$ cat src/rtl/ula_serial_pkg.sv
// Shared encodings for the bit-serial ALU sequencer.
package ula_serial_pkg;

  // Full 4-bit control codes: {ainvert, binvert, op[1:0]}
  localparam logic [3:0] CTRL_AND = 4'b0000;
  localparam logic [3:0] CTRL_OR  = 4'b0001;
  localparam logic [3:0] CTRL_ADD = 4'b0010;
  localparam logic [3:0] CTRL_SUB = 4'b0110;
  localparam logic [3:0] CTRL_SLT = 4'b0111;
  localparam logic [3:0] CTRL_NOR = 4'b1100;

  // Slice result selector
  localparam logic [1:0] OP_AND  = 2'b00;
  localparam logic [1:0] OP_OR   = 2'b01;
  localparam logic [1:0] OP_ADD  = 2'b10;
  localparam logic [1:0] OP_LESS = 2'b11;

  typedef enum logic [1:0] {
    IDLE,
    RUN,
    FIN
  } state_t;

endpackage

$ cat src/rtl/ula_serial_if.sv
// Request/result bundle between a datapath master and the serial ALU.
interface ula_serial_if #(
  parameter int unsigned WIDTH = 8
);
  logic             start;
  logic [WIDTH-1:0] a;
  logic [WIDTH-1:0] b;
  logic [3:0]       ctrl;
  logic             busy;
  logic             done;
  logic [WIDTH-1:0] result;
  logic             zero;
  logic             overflow;
  logic             carry_out;

  modport master (
    output start, a, b, ctrl,
    input  busy, done, result, zero, overflow, carry_out
  );

  modport slave (
    input  start, a, b, ctrl,
    output busy, done, result, zero, overflow, carry_out
  );
endinterface

$ cat src/rtl/ula_serial_slice.sv
// Combinational 1-bit ALU slice with operand inversion and sign-corrected set.
module ula_serial_slice
  import ula_serial_pkg::*;
(
  input  logic       a,
  input  logic       b,
  input  logic       less,
  input  logic       cin,
  input  logic       ainvert,
  input  logic       binvert,
  input  logic [1:0] op,
  output logic       result,
  output logic       cout,
  output logic       set,
  output logic       overflow
);

  logic aa, bb, sum;

  // Full add of the conditionally inverted operands, then result select
  always_comb begin
    aa       = a ^ ainvert;
    bb       = b ^ binvert;
    sum      = aa ^ bb ^ cin;
    cout     = (aa & bb) | (cin & (aa ^ bb));
    overflow = cin ^ cout;
    set      = sum ^ overflow;
    result   = 1'b0;
    case (op)
      OP_AND:  result = aa & bb;
      OP_OR:   result = aa | bb;
      OP_ADD:  result = sum;
      OP_LESS: result = less;
      default: result = 1'b0;
    endcase
  end

endmodule

$ cat src/rtl/ula_serial.sv
// Bit-serial ALU: runs one slice LSB-first over WIDTH cycles, then registers result and flags.
module ula_serial
  import ula_serial_pkg::*;
#(
  parameter int unsigned WIDTH = 8
) (
  input  logic         clk,
  input  logic         rst_n,
  ula_serial_if.slave  bus
);

  localparam int unsigned CW = (WIDTH > 1) ? $clog2(WIDTH) : 1;
  localparam logic [CW-1:0] LAST = CW'(WIDTH - 1);

  state_t           state_q, state_d;
  logic [CW-1:0]    cnt_q;
  logic [WIDTH-1:0] a_sh, b_sh, res_sh, result_q, fin_word;
  logic [3:0]       ctrl_q;
  logic             carry_q, ovf_q, set_q, cout_q;
  logic             busy_q, done_q, zero_q, ovf_out_q, cout_out_q;
  logic             accept, last_bit, arith;
  logic             s_res, s_cout, s_set, s_ovf;

  ula_serial_slice u_slice (
    .a        (a_sh[0]),
    .b        (b_sh[0]),
    .less     (1'b0),
    .cin      (carry_q),
    .ainvert  (ctrl_q[3]),
    .binvert  (ctrl_q[2]),
    .op       (ctrl_q[1:0]),
    .result   (s_res),
    .cout     (s_cout),
    .set      (s_set),
    .overflow (s_ovf)
  );

  // Next-state and step decode
  always_comb begin
    state_d  = state_q;
    accept   = 1'b0;
    last_bit = 1'b0;
    case (state_q)
      IDLE: if (bus.start) begin
        accept  = 1'b1;
        state_d = RUN;
      end
      RUN: if (cnt_q == LAST) begin
        last_bit = 1'b1;
        state_d  = FIN;
      end
      FIN:     state_d = IDLE;
      default: state_d = IDLE;
    endcase
  end

  // Final word and flag qualification from the captured op
  always_comb begin
    arith    = (ctrl_q[1:0] == OP_ADD) || (ctrl_q[1:0] == OP_LESS);
    fin_word = res_sh;
    if (ctrl_q[1:0] == OP_LESS)
      fin_word = {{(WIDTH-1){1'b0}}, set_q};
  end

  // State register
  always_ff @(posedge clk or negedge rst_n) begin
    if (!rst_n) state_q <= IDLE;
    else        state_q <= state_d;
  end

  // Capture, serial shift and output registers
  always_ff @(posedge clk or negedge rst_n) begin
    if (!rst_n) begin
      cnt_q      <= '0;
      a_sh       <= '0;
      b_sh       <= '0;
      res_sh     <= '0;
      ctrl_q     <= '0;
      carry_q    <= 1'b0;
      ovf_q      <= 1'b0;
      set_q      <= 1'b0;
      cout_q     <= 1'b0;
      busy_q     <= 1'b0;
      done_q     <= 1'b0;
      result_q   <= '0;
      zero_q     <= 1'b1;
      ovf_out_q  <= 1'b0;
      cout_out_q <= 1'b0;
    end else begin
      case (state_q)
        IDLE: begin
          done_q <= 1'b0;
          busy_q <= accept;
          if (accept) begin
            a_sh    <= bus.a;
            b_sh    <= bus.b;
            ctrl_q  <= bus.ctrl;
            carry_q <= bus.ctrl[2];
            cnt_q   <= '0;
          end
        end
        RUN: begin
          res_sh  <= {s_res, res_sh[WIDTH-1:1]};
          a_sh    <= a_sh >> 1;
          b_sh    <= b_sh >> 1;
          carry_q <= s_cout;
          cnt_q   <= cnt_q + CW'(1);
          if (last_bit) begin
            ovf_q  <= s_ovf;
            set_q  <= s_set;
            cout_q <= s_cout;
          end
        end
        FIN: begin
          result_q   <= fin_word;
          zero_q     <= (fin_word == '0);
          ovf_out_q  <= arith & ovf_q;
          cout_out_q <= arith & cout_q;
          done_q     <= 1'b1;
        end
        default: ;
      endcase
    end
  end

  assign bus.busy      = busy_q;
  assign bus.done      = done_q;
  assign bus.result    = result_q;
  assign bus.zero      = zero_q;
  assign bus.overflow  = ovf_out_q;
  assign bus.carry_out = cout_out_q;

endmodule

$ cat src/flat_wrapper.sv
// flat-port wrapper written by rule: the top's interface ports become plain ports
module ula_serial_flat import ula_serial_pkg::*;
#(
  parameter int unsigned WIDTH = 8
)
  (clk, rst_n, bus_start, bus_a, bus_b, bus_ctrl, bus_busy, bus_done, bus_result, bus_zero, bus_overflow, bus_carry_out);
  ula_serial_if #(.WIDTH(WIDTH)) bus_i ();
  input  logic clk;
  input  logic rst_n;
  input wire logic [$bits(bus_i.start)-1:0] bus_start;
  input wire logic [$bits(bus_i.a)-1:0] bus_a;
  input wire logic [$bits(bus_i.b)-1:0] bus_b;
  input wire logic [$bits(bus_i.ctrl)-1:0] bus_ctrl;
  output wire logic [$bits(bus_i.busy)-1:0] bus_busy;
  output wire logic [$bits(bus_i.done)-1:0] bus_done;
  output wire logic [$bits(bus_i.result)-1:0] bus_result;
  output wire logic [$bits(bus_i.zero)-1:0] bus_zero;
  output wire logic [$bits(bus_i.overflow)-1:0] bus_overflow;
  output wire logic [$bits(bus_i.carry_out)-1:0] bus_carry_out;
  assign bus_i.start = bus_start;
  assign bus_i.a = bus_a;
  assign bus_i.b = bus_b;
  assign bus_i.ctrl = bus_ctrl;
  assign bus_busy = bus_i.busy;
  assign bus_done = bus_i.done;
  assign bus_result = bus_i.result;
  assign bus_zero = bus_i.zero;
  assign bus_overflow = bus_i.overflow;
  assign bus_carry_out = bus_i.carry_out;
  ula_serial #(.WIDTH(WIDTH)) u_core (.clk(clk), .rst_n(rst_n), .bus(bus_i));
endmodule
$ cat config.mk
export PLATFORM = sky130hd
export DESIGN_NAME = ula_serial_flat
export DESIGN_NICKNAME = d
export VERILOG_FILES = /design/src/rtl/ula_serial_pkg.sv /design/src/rtl/ula_serial_if.sv /design/src/rtl/ula_serial_slice.sv /design/src/rtl/ula_serial.sv /design/src/flat_wrapper.sv
export SDC_FILE = /design/constraint.sdc
export NUM_CORES = 1
export LEC_CHECK = 0
export ABC_CLOCK_PERIOD_IN_PS = 1800
export CORE_MARGIN = 5
export CORE_UTILIZATION = 30
export DETAILED_ROUTE_END_ITERATION = 12
export GPL_TIMING_DRIVEN = 1
export SKIP_LAST_GASP = 1
export SLEW_MARGIN = 20
export SYNTH_ARGS = -nofsm -noshare
export SYNTH_HDL_FRONTEND = slang
export SYNTH_HIERARCHICAL = 1
export SYNTH_SLANG_ARGS = --single-unit
$ cat constraint.sdc
create_clock -name clk -period 1.8 [get_ports clk]
set_input_delay 0.27 -clock clk [delete_from_list [all_inputs] [get_ports clk]]
set_output_delay 0.27 -clock clk [all_outputs]
set_load 0.01 [all_outputs]
==> results of run 1 <==
logic make-up (layout without fill, tap and decap cells):
logic type | count (synthesis) | count (layout)
xor+xnor | 3 | 3
flops | 50 | 50
mux | 5 | 5
other cells | 1 | 1
fa+ha+maj | 6 | 6
simple gates | 129 | 129
compound gates | 14 | 14
buf+inv | 19 | 62
sequential cells by signal (all words and copies together), names as in the netlist:
register	flops
u_core/state_q	2
u_core/res_sh	8
u_core/bus.carry_out	1
u_core/bus.done	1
u_core/a_sh	8
u_core/cnt_q	3
u_core/bus.zero	1
u_core/bus.result	8
u_core/ovf_q	1
u_core/carry_q	1
u_core/b_sh	8
u_core/bus.busy	1
u_core/set_q	1
u_core/ctrl_q	4
u_core/bus.overflow	1
u_core/cout_q	1
worst max-delay path, delay by kind of cell (launching register included):
family | cells | cell delay [ns]
xor+xnor | 1 | 0.19
fa+ha+maj | 1 | 0.51
buf+inv | 2 | 0.13
flops | 1 | 0.40
mux | 1 | 0.44
simple gates | 2 | 0.11
area by class of cell:
class                   instances  area [um^2]  area share [%]
clock buffers                   5        68.82           2.408
clock inverters                 3        68.82           2.408
inverters                       6        22.52          0.7881
multi-input cells             158        853.3           29.86
flip-flops and latches         50         1252           43.83
well taps                      99        123.9           4.335
repair buffers                 48        467.9           16.37
cell usage after synthesis:
| cell type | instances |
|---|---|
| inv_1 | 6 |
| a21oi_2 | 1 |
| nand2_1 | 84 |
| dfstp_2 | 1 |
| a22o_1 | 7 |
| buf_6 | 2 |
| nor3b_1 | 1 |
| clkbuf_1 | 2 |
| conb_1 | 1 |
| nor4_1 | 2 |
| dfrtp_1 | 49 |
| or3b_1 | 1 |
| mux2i_1 | 1 |
| buf_2 | 7 |
| fa_1 | 2 |
| o21ai_1 | 1 |
| buf_4 | 1 |
| buf_8 | 1 |
| xnor2_1 | 1 |
| mux2_2 | 3 |
| o21ai_0 | 5 |
| mux4_2 | 1 |
| and2b_1 | 1 |
| or3_1 | 1 |
| xor2_1 | 2 |
| nand2b_1 | 2 |
| nand4b_1 | 1 |
| ha_1 | 4 |
| nand3_1 | 36 |
worst max path at each step:
stage	cells past startpoint	to	start
finish	7	u_core/res_sh[7]	u_core/a_sh[0]
global route	7	u_core/res_sh[7]	u_core/a_sh[0]
CTS	7	u_core/res_sh[7]	u_core/ctrl_q[3]
detailed placement	7	u_core/res_sh[7]	u_core/a_sh[0]
global placement	7	u_core/res_sh[7]	u_core/a_sh[0]
floorplan	7	u_core/res_sh[7]	u_core/a_sh[0]
power by group through the flow:
stage	combinational [mW]	clock [mW]	sequential (mW)
after floorplan	1.26	0	1.96
after global placement	1.95	0	1.98
after detailed placement	2.01	0	2.00
after CTS	2.03	0.972	1.98
after global routing	2.33	1.01	2.05
final	2.04	0.944	1.97
repair_timing:
action                     in CTS  in global routing
resized for setup               1                  0
setup endpoints to repair       2                  2
gates cloned                    0                  0
setup buffers                   0                  2
pin swaps                       1                  3
layer usage:
| layer | GRT usage, % | part of all wire (%) | vias up |
|---|---|---|---|
| met3 | 2.893 | 5.2 | 7 |
| met4 | 3.555 | 1.2 | 0 |
| met2 | 17.20 | 45 | 36 |
| met1 | 14.43 | 49 | 775 |
| li1 | - | - | 824 |
| met5 | 0 | 0 | - |
metrics by stage:
step / setup WS [ns] / cell area, um^2
finish: -0.07578 / 2858
global route: -0.1827 / 2858
CTS: -0.08474 / 2843
detailed placement: -0.07906 / 2703
global placement: -0.05355 / 2703
floorplan: -0.05729 / 2208
==> impl_results.html, run 1 <==
<table>
<tr><th>Metric</th><th>Value</th></tr>
<tr><th colspan="2">Flow run</th></tr>
<tr><td>Count of max-cap constraint violations</td><td>0</td></tr>
<tr><th colspan="2">Timing</th></tr>
<tr><td>Aggregate negative setup slack</td><td>-0.07956 ns</td></tr>
<tr><td>Worst slew pin tran</td><td>0.6242 ns</td></tr>
<tr><td>Share of the clock period used by the worst path after layout</td><td>104.2%</td></tr>
<tr><td>Final worst path period need</td><td>1.876 ns</td></tr>
<tr><td>Max Slew Vio Count</td><td>0</td></tr>
<tr><td>Count of endpoints failing setup in the final report</td><td>2</td></tr>
<tr><td>Maximum clock frequency</td><td>533.1 MHz</td></tr>
<tr><td>Worst setup skew after layout</td><td>0.01322 ns</td></tr>
<tr><td>Smallest setup slack after layout</td><td>-0.07578 ns</td></tr>
<tr><td>WHS</td><td>0.06265 ns</td></tr>
<tr><td>Slew margin rel.</td><td>58.38%</td></tr>
<tr><td>Number of endpoints with negative hold slack in the final report</td><td>0</td></tr>
<tr><td>RSZ-0062 raised after global routing</td><td>true</td></tr>
<tr><th colspan="2">Synthesis</th></tr>
<tr><td>Top cell type's share of synthesized area</td><td>55.52%</td></tr>
<tr><td>Simple-Gate Fraction of Synth Area</td><td>25.33%</td></tr>
<tr><td>Number of nets in the synthesized netlist</td><td>256</td></tr>
<tr><td>Synth Area in Adders</td><td>4.079%</td></tr>
<tr><td>Most area-consuming cells after synthesis</td><td>dfrtp_1 56%, nand2_1 14%, nand3_1 8.2%</td></tr>
<tr><td>Sequential-to-total area share from yosys stat</td><td>56.71%</td></tr>
<tr><td>Synth Area per Inst</td><td>9.728 um^2</td></tr>
<tr><td>Count of synthesis-stage warnings from yosys</td><td>6</td></tr>
<tr><td>Post-synth design cell area</td><td>2208 um^2</td></tr>
<tr><td>Distinct cells, synth</td><td>29</td></tr>
<tr><td>Multiplexer fraction of the synthesized cell area</td><td>3.003%</td></tr>
<tr><td>Xor/xnor share of the synthesized area</td><td>1.190%</td></tr>
<tr><td>Dominant combinational cell family by area after synthesis</td><td>simple AND/OR/NAND/NOR gates</td></tr>
<tr><td>Syn Inst Count</td><td>227</td></tr>
<tr><td>Cell taking the most area after synthesis</td><td>dfrtp_1</td></tr>
<tr><td>Synthesis-stage register bit count</td><td>50</td></tr>
<tr><td>Compound-cell area share of the yosys netlist</td><td>4.533%</td></tr>
<tr><th colspan="2">Clock tree</th></tr>
<tr><td>Htree depth</td><td>2</td></tr>
<tr><td>Root Driver</td><td>clkbuf_8</td></tr>
<tr><td>TritonCTS Sinks</td><td>50</td></tr>
<tr><td>Worst-case clock buffer depth</td><td>2</td></tr>
<tr><td>Clock latency on the worst-skew pair</td><td>0.31 ns</td></tr>
<tr><td>Clock transition time at the flip-flop clock pins of the worst setup and hold paths</td><td>0.09 ns</td></tr>
<tr><td>Number of CTS-inserted buffers</td><td>5</td></tr>
<tr><td>TritonCTS clock tree</td><td>built</td></tr>
<tr><td>CTS Hold Buffers Added</td><td>0</td></tr>
<tr><th colspan="2">Power</th></tr>
<tr><td>Maximum vdd ir drop</td><td>0.5928 mV</td></tr>
<tr><td>Power share of the clock group</td><td>19.1%</td></tr>
<tr><td>Switching component of the power</td><td>1.731 mW</td></tr>
<tr><td>Flop pwr share</td><td>39.7%</td></tr>
<tr><td>Cell Pwr Density</td><td>1732 nW/um^2</td></tr>
<tr><td>Fraction of power spent switching nets</td><td>34.98%</td></tr>
<tr><td>Pleak</td><td>1.367 nW</td></tr>
<tr><td>Logic pwr share</td><td>41.2%</td></tr>
<tr><td>Total power consumption of the routed design</td><td>4.949 mW</td></tr>
<tr><td>Cell-internal power</td><td>3.217 mW</td></tr>
<tr><th colspan="2">Floorplanning</th></tr>
<tr><td>Die W</td><td>95.80 um</td></tr>
<tr><td>Die Area</td><td>9177 um^2</td></tr>
<tr><td>Initial core utilization</td><td>30.61%</td></tr>
<tr><td>Placement row count</td><td>31</td></tr>
<tr><td>Core outline area</td><td>7214 um^2</td></tr>
<tr><td>Number of primary I/O pins</td><td>36</td></tr>
<tr><td>Die Height</td><td>95.80 um</td></tr>
<tr><th colspan="2">Critical path</th></tr>
<tr><td>Reg-to-reg setup timing slack</td><td>-0.08 ns</td></tr>
<tr><td>Worst R2R Start</td><td>u_core/a_sh[0]</td></tr>
<tr><td>Worst r2r path cells</td><td>7</td></tr>
<tr><td>Classification of the worst setup path</td><td>flop to flop</td></tr>
<tr><td>Worst reg2reg endpoint</td><td>u_core/res_sh[7]</td></tr>
<tr><td>Worst Path Max Fanout</td><td>2</td></tr>
<tr><td>Slowest stage cell on the critical path</td><td>fa_1</td></tr>
<tr><td>Required time of the critical path</td><td>2.00 ns</td></tr>
<tr><td>Critical path, cell by cell</td><td>xnor2_1 &gt; inv_1 &gt; fa_1 &gt; inv_1 &gt; mux4_2 &gt; nand2_1 &gt; nand2_1</td></tr>
<tr><td>Slowest Stage Delay on Critical Path</td><td>0.51 ns</td></tr>
<tr><td>CP arrival</td><td>2.08 ns</td></tr>
<tr><td>Startpoint type of the worst setup path</td><td>flop</td></tr>
<tr><td>Crit end category</td><td>flop</td></tr>
<tr><th colspan="2">Route</th></tr>
<tr><td>Via density per instance</td><td>4.450</td></tr>
<tr><td>Via count</td><td>1642</td></tr>
<tr><td>Aggregate routed wire length</td><td>4515 um</td></tr>
<tr><td>DR WL/cell</td><td>12.24 um</td></tr>
<tr><td>Router iterations before antenna repair</td><td>4</td></tr>
<tr><td>Remaining number of nets flagged by the antenna check after routing</td><td>0</td></tr>
<tr><td>Remaining DRCs</td><td>0</td></tr>
<tr><td>Count of routing violations after the opening detailed-route iteration</td><td>81</td></tr>
<tr><th colspan="2">Place</th></tr>
<tr><td>RD Place Congestion</td><td>0.7472</td></tr>
<tr><td>I/O Buffers</td><td>35</td></tr>
<tr><td>HPWL Detailed</td><td>3057 um</td></tr>
<tr><td>Instance count after placement with tap cells included</td><td>359</td></tr>
<tr><th colspan="2">Final layout</th></tr>
<tr><td>Synth-to-Final Area Change</td><td>29.41%</td></tr>
<tr><td>Commonest cells after routing, fill and taps aside</td><td>84 x nand2_1, 49 x dfrtp_1, 36 x nand3_1, 34 x clkdlybuf4s50_1, 11 x buf_4</td></tr>
<tr><td>Layout Nets</td><td>298</td></tr>
<tr><td>Filler instances</td><td>774</td></tr>
<tr><td>Util after Layout</td><td>39.61%</td></tr>
<tr><td>Leading cell type in the layout, fill and taps excluded</td><td>nand2_1</td></tr>
<tr><td>Final std cells w/o fill</td><td>369</td></tr>
<tr><td>Number of diodes added for antenna fixing</td><td>0</td></tr>
<tr><td>Ratio of cells with drive above 1 in the final layout</td><td>11.11%</td></tr>
<tr><th colspan="2">Global routing</th></tr>
<tr><td>Largest net degree at the start of global routing</td><td>51</td></tr>
<tr><td>Vias in the first global route</td><td>1643</td></tr>
<tr><td>First-pass GRT wire length</td><td>7776 um</td></tr>
<tr><td>Initial antenna violation count</td><td>0</td></tr>
<tr><td>Leftover overflow at the end of global routing</td><td>0</td></tr>
<tr><td>Total routing resource utilization after global routing</td><td>10.86%</td></tr>
<tr><th colspan="2">Status</th></tr>
<tr><td>Run status</td><td>finished, violations left</td></tr>
<tr><td>Violated checks</td><td>setup timing</td></tr>
<tr><th colspan="2">Min path</th></tr>
<tr><td>Min-delay worst type</td><td>input pin to asynchronous set/reset pin</td></tr>
</table>
Note: power is estimated with default switching activity, not from simulation.
==> run 2, diff against run 1 <==
==> constraint.sdc (replaced) <==
create_clock -name clk -period 1.8 [get_ports clk]
set_input_delay 0.36 -clock clk [delete_from_list [all_inputs] [get_ports clk]]
set_output_delay 0.36 -clock clk [all_outputs]
set_load 0.01 [all_outputs]
==> run 2 against run 1 <==
The run still ends with setup timing left; via count shrank 1.6%; clock-buffer cell count is the same; die area unchanged; sequential power barely moved; critical endpoint unchanged; clock skew shrank 0.0038 ns; largest cell class unchanged; hold slack got worse by 0.045 ns; largest power group unchanged.
==> impl_results.html, run 2 (same netlist as run 1, synthesis figures left out) <==
<table>
<tr><th>Metric</th><th>Value</th></tr>
<tr><th colspan="2">Clock tree</th></tr>
<tr><td>Root Driver</td><td>clkbuf_8</td></tr>
<tr><td>CTS Hold Buffers Added</td><td>0</td></tr>
<tr><td>TritonCTS Sinks</td><td>50</td></tr>
<tr><td>Number of CTS-inserted buffers</td><td>5</td></tr>
<tr><td>Clock transition time at the flip-flop clock pins of the worst setup and hold paths</td><td>0.09 ns</td></tr>
<tr><td>Htree depth</td><td>2</td></tr>
<tr><td>Worst-case clock buffer depth</td><td>2</td></tr>
<tr><td>Clock latency on the worst-skew pair</td><td>0.31 ns</td></tr>
<tr><td>TritonCTS clock tree</td><td>built</td></tr>
<tr><th colspan="2">Final layout</th></tr>
<tr><td>Total area of sequential cells</td><td>1252 um^2</td></tr>
<tr><td>Filler instances</td><td>756</td></tr>
<tr><td>Final std cells w/o fill</td><td>369</td></tr>
<tr><td>Area of the multi-input gates</td><td>860.8 um^2</td></tr>
<tr><td>Util after Layout</td><td>39.28%</td></tr>
<tr><td>Synth-to-Final Area Change</td><td>28.33%</td></tr>
<tr><td>Final design area excluding fillers</td><td>2834 um^2</td></tr>
<tr><td>Commonest cells after routing, fill and taps aside</td><td>84 x nand2_1, 49 x dfrtp_1, 36 x nand3_1, 34 x clkdlybuf4s50_1, 10 x buf_4</td></tr>
<tr><td>Layout Nets</td><td>298</td></tr>
<tr><td>Leading cell type in the layout, fill and taps excluded</td><td>nand2_1</td></tr>
<tr><td>Ratio of cells with drive above 1 in the final layout</td><td>11.85%</td></tr>
<tr><td>Number of diodes added for antenna fixing</td><td>0</td></tr>
<tr><th colspan="2">Timing</th></tr>
<tr><td>Count of endpoints failing setup in the final report</td><td>1</td></tr>
<tr><td>Aggregate negative setup slack</td><td>-0.08741 ns</td></tr>
<tr><td>Smallest setup slack after layout</td><td>-0.08741 ns</td></tr>
<tr><td>RSZ-0062 raised after global routing</td><td>true</td></tr>
<tr><td>Worst setup skew after layout</td><td>0.009435 ns</td></tr>
<tr><td>Number of endpoints with negative hold slack in the final report</td><td>0</td></tr>
<tr><td>Maximum clock frequency</td><td>529.8 MHz</td></tr>
<tr><td>Final worst path period need</td><td>1.887 ns</td></tr>
<tr><td>Max Slew Vio Count</td><td>0</td></tr>
<tr><td>Share of the clock period used by the worst path after layout</td><td>104.9%</td></tr>
<tr><th colspan="2">Critical path</th></tr>
<tr><td>Slowest stage cell on the critical path</td><td>fa_1</td></tr>
<tr><td>Crit path buf inv count</td><td>2</td></tr>
<tr><td>Depth of the critical timing path with buffers and inverters included</td><td>7</td></tr>
<tr><td>Critical path, cell by cell</td><td>xnor2_2 &gt; inv_2 &gt; fa_1 &gt; inv_1 &gt; mux4_2 &gt; nand2_1 &gt; nand2_1</td></tr>
<tr><td>Slowest Stage Delay on Critical Path</td><td>0.51 ns</td></tr>
<tr><td>Gate family responsible for the most delay along the worst path</td><td>adder cells</td></tr>
<tr><td>Worst r2r path cells</td><td>7</td></tr>
<tr><td>Startpoint type of the worst setup path</td><td>flop</td></tr>
<tr><td>Worst Path Max Fanout</td><td>2</td></tr>
<tr><td>Required time of the critical path</td><td>2.00 ns</td></tr>
<tr><td>Crit end category</td><td>flop</td></tr>
<tr><td>CP arrival</td><td>2.09 ns</td></tr>
<tr><td>Classification of the worst setup path</td><td>flop to flop</td></tr>
<tr><td>CP most frequent cell</td><td>nand2_1</td></tr>
<tr><th colspan="2">Global routing</th></tr>
<tr><td>First-pass GRT wire length</td><td>7769 um</td></tr>
<tr><td>Vias in the first global route</td><td>1662</td></tr>
<tr><td>Initial antenna violation count</td><td>0</td></tr>
<tr><td>Total routing resource utilization after global routing</td><td>10.79%</td></tr>
<tr><td>Largest net degree at the start of global routing</td><td>51</td></tr>
<tr><td>Leftover overflow at the end of global routing</td><td>0</td></tr>
<tr><th colspan="2">Place</th></tr>
<tr><td>RD Place Congestion</td><td>0.7643</td></tr>
<tr><td>Placed cell areas</td><td>2723 um^2</td></tr>
<tr><td>HPWL Detailed</td><td>3009 um</td></tr>
<tr><td>Instance count after placement with tap cells included</td><td>360</td></tr>
<tr><td>I/O Buffers</td><td>35</td></tr>
<tr><th colspan="2">Route</th></tr>
<tr><td>Remaining number of nets flagged by the antenna check after routing</td><td>0</td></tr>
<tr><td>DR WL/cell</td><td>11.89 um</td></tr>
<tr><td>Via density per instance</td><td>4.379</td></tr>
<tr><td>Router iterations before antenna repair</td><td>4</td></tr>
<tr><td>Aggregate routed wire length</td><td>4389 um</td></tr>
<tr><td>Via count</td><td>1616</td></tr>
<tr><td>Remaining DRCs</td><td>0</td></tr>
<tr><td>Count of routing violations after the opening detailed-route iteration</td><td>75</td></tr>
<tr><th colspan="2">Power</th></tr>
<tr><td>Flop pwr share</td><td>41.9%</td></tr>
<tr><td>Total power consumption of the routed design</td><td>4.694 mW</td></tr>
<tr><td>Power share of the clock group</td><td>14.2%</td></tr>
<tr><td>Switching component of the power</td><td>1.750 mW</td></tr>
<tr><td>Maximum vdd ir drop</td><td>0.5003 mV</td></tr>
<tr><td>Cell Pwr Density</td><td>1656 nW/um^2</td></tr>
<tr><td>Logic pwr share</td><td>43.8%</td></tr>
<tr><td>Cell-internal power</td><td>2.944 mW</td></tr>
<tr><td>Fraction of power spent switching nets</td><td>37.29%</td></tr>
<tr><td>Pleak</td><td>1.351 nW</td></tr>
<tr><th colspan="2">Flow run</th></tr>
<tr><td>Count of max-cap constraint violations</td><td>0</td></tr>
<tr><th colspan="2">Floorplanning</th></tr>
<tr><td>Number of primary I/O pins</td><td>36</td></tr>
<tr><td>Die W</td><td>95.80 um</td></tr>
<tr><td>Initial core utilization</td><td>30.61%</td></tr>
<tr><td>Placement row count</td><td>31</td></tr>
<tr><td>Die Height</td><td>95.80 um</td></tr>
<tr><td>Core outline area</td><td>7214 um^2</td></tr>
<tr><td>Die Area</td><td>9177 um^2</td></tr>
<tr><th colspan="2">Status</th></tr>
<tr><td>Run status</td><td>finished, violations left</td></tr>
<tr><td>Violated checks</td><td>setup timing</td></tr>
<tr><th colspan="2">Min path</th></tr>
<tr><td>Min-delay worst type</td><td>input pin to asynchronous set/reset pin</td></tr>
</table>
run 2: layout make-up:
type                    count  share of cell area (%)
inverters                   6                  0.7947
well taps                  99                   4.371
clock buffers               5                   2.428
flip-flops and latches     50                   44.19
repair buffers             48                   16.95
multi-input cells         158                   30.38
clock inverters             3                  0.8830
run 2: worst paths after layout:
kind / end / startpoint / slack, ns
setup / recovery: u_core/res_sh[7] / u_core/ctrl_q[3] / -0.09
hold / removal: u_core/bus.result[6] / rst_n / 0.02
setup reg to reg: u_core/res_sh[7] / u_core/ctrl_q[3] / -0.09
hold reg to reg: u_core/a_sh[6] / u_core/a_sh[7] / 0.48
max in group asynchronous: u_core/bus.zero / rst_n / 1.52
min in group clk: u_core/a_sh[6] / u_core/a_sh[7] / 0.48
run 2: worst register-to-register path, stage by stage, from the launching register on:
cell	delay, ns
dfrtp_1	0.42
xnor2_2	0.19
inv_2	0.07
fa_1	0.51
inv_1	0.04
mux4_2	0.44
nand2_1	0.07
nand2_1	0.05
run 2: power groups by stage:
stage                     Sequential [mW]  Clock (mW)  Combinational [mW]
final                                1.97       0.668                2.06
after floorplan                      1.96           0                1.26
after CTS                            1.97       0.702                2.07
after global routing                 2.05       0.750                2.37
after detailed placement             1.99           0                2.03
after global placement               1.98           0                1.96
run 2: repair_timing:
item,4_1_cts,5_1_grt
pin swaps,0,2
resized for setup,0,3
gates cloned,0,0
buffers inserted,1,0
endpoints found under the setup margin,2,2
endpoints found under the hold margin,0,0
run 2: stage by stage:
step	worst slack (ns)	hold slack, ns
floorplan	-0.05729	0.06441
global placement	-0.04825	0.3692
detailed placement	-0.1137	0.3705
CTS	-0.1405	0.02625
global route	-0.1876	0.03197
finish	-0.08741	0.01810
run 2: per-layer routing:
| layer | part of all wire, % | vias up | global-route usage (%) |
|---|---|---|---|
| met3 | 5.0 | 5 | 2.815 |
| li1 | - | 824 | - |
| met5 | 0 | - | 0 |
| met1 | 48 | 752 | 14.33 |
| met2 | 46 | 35 | 17.14 |
| met4 | 1.0 | 0 | 3.555 |
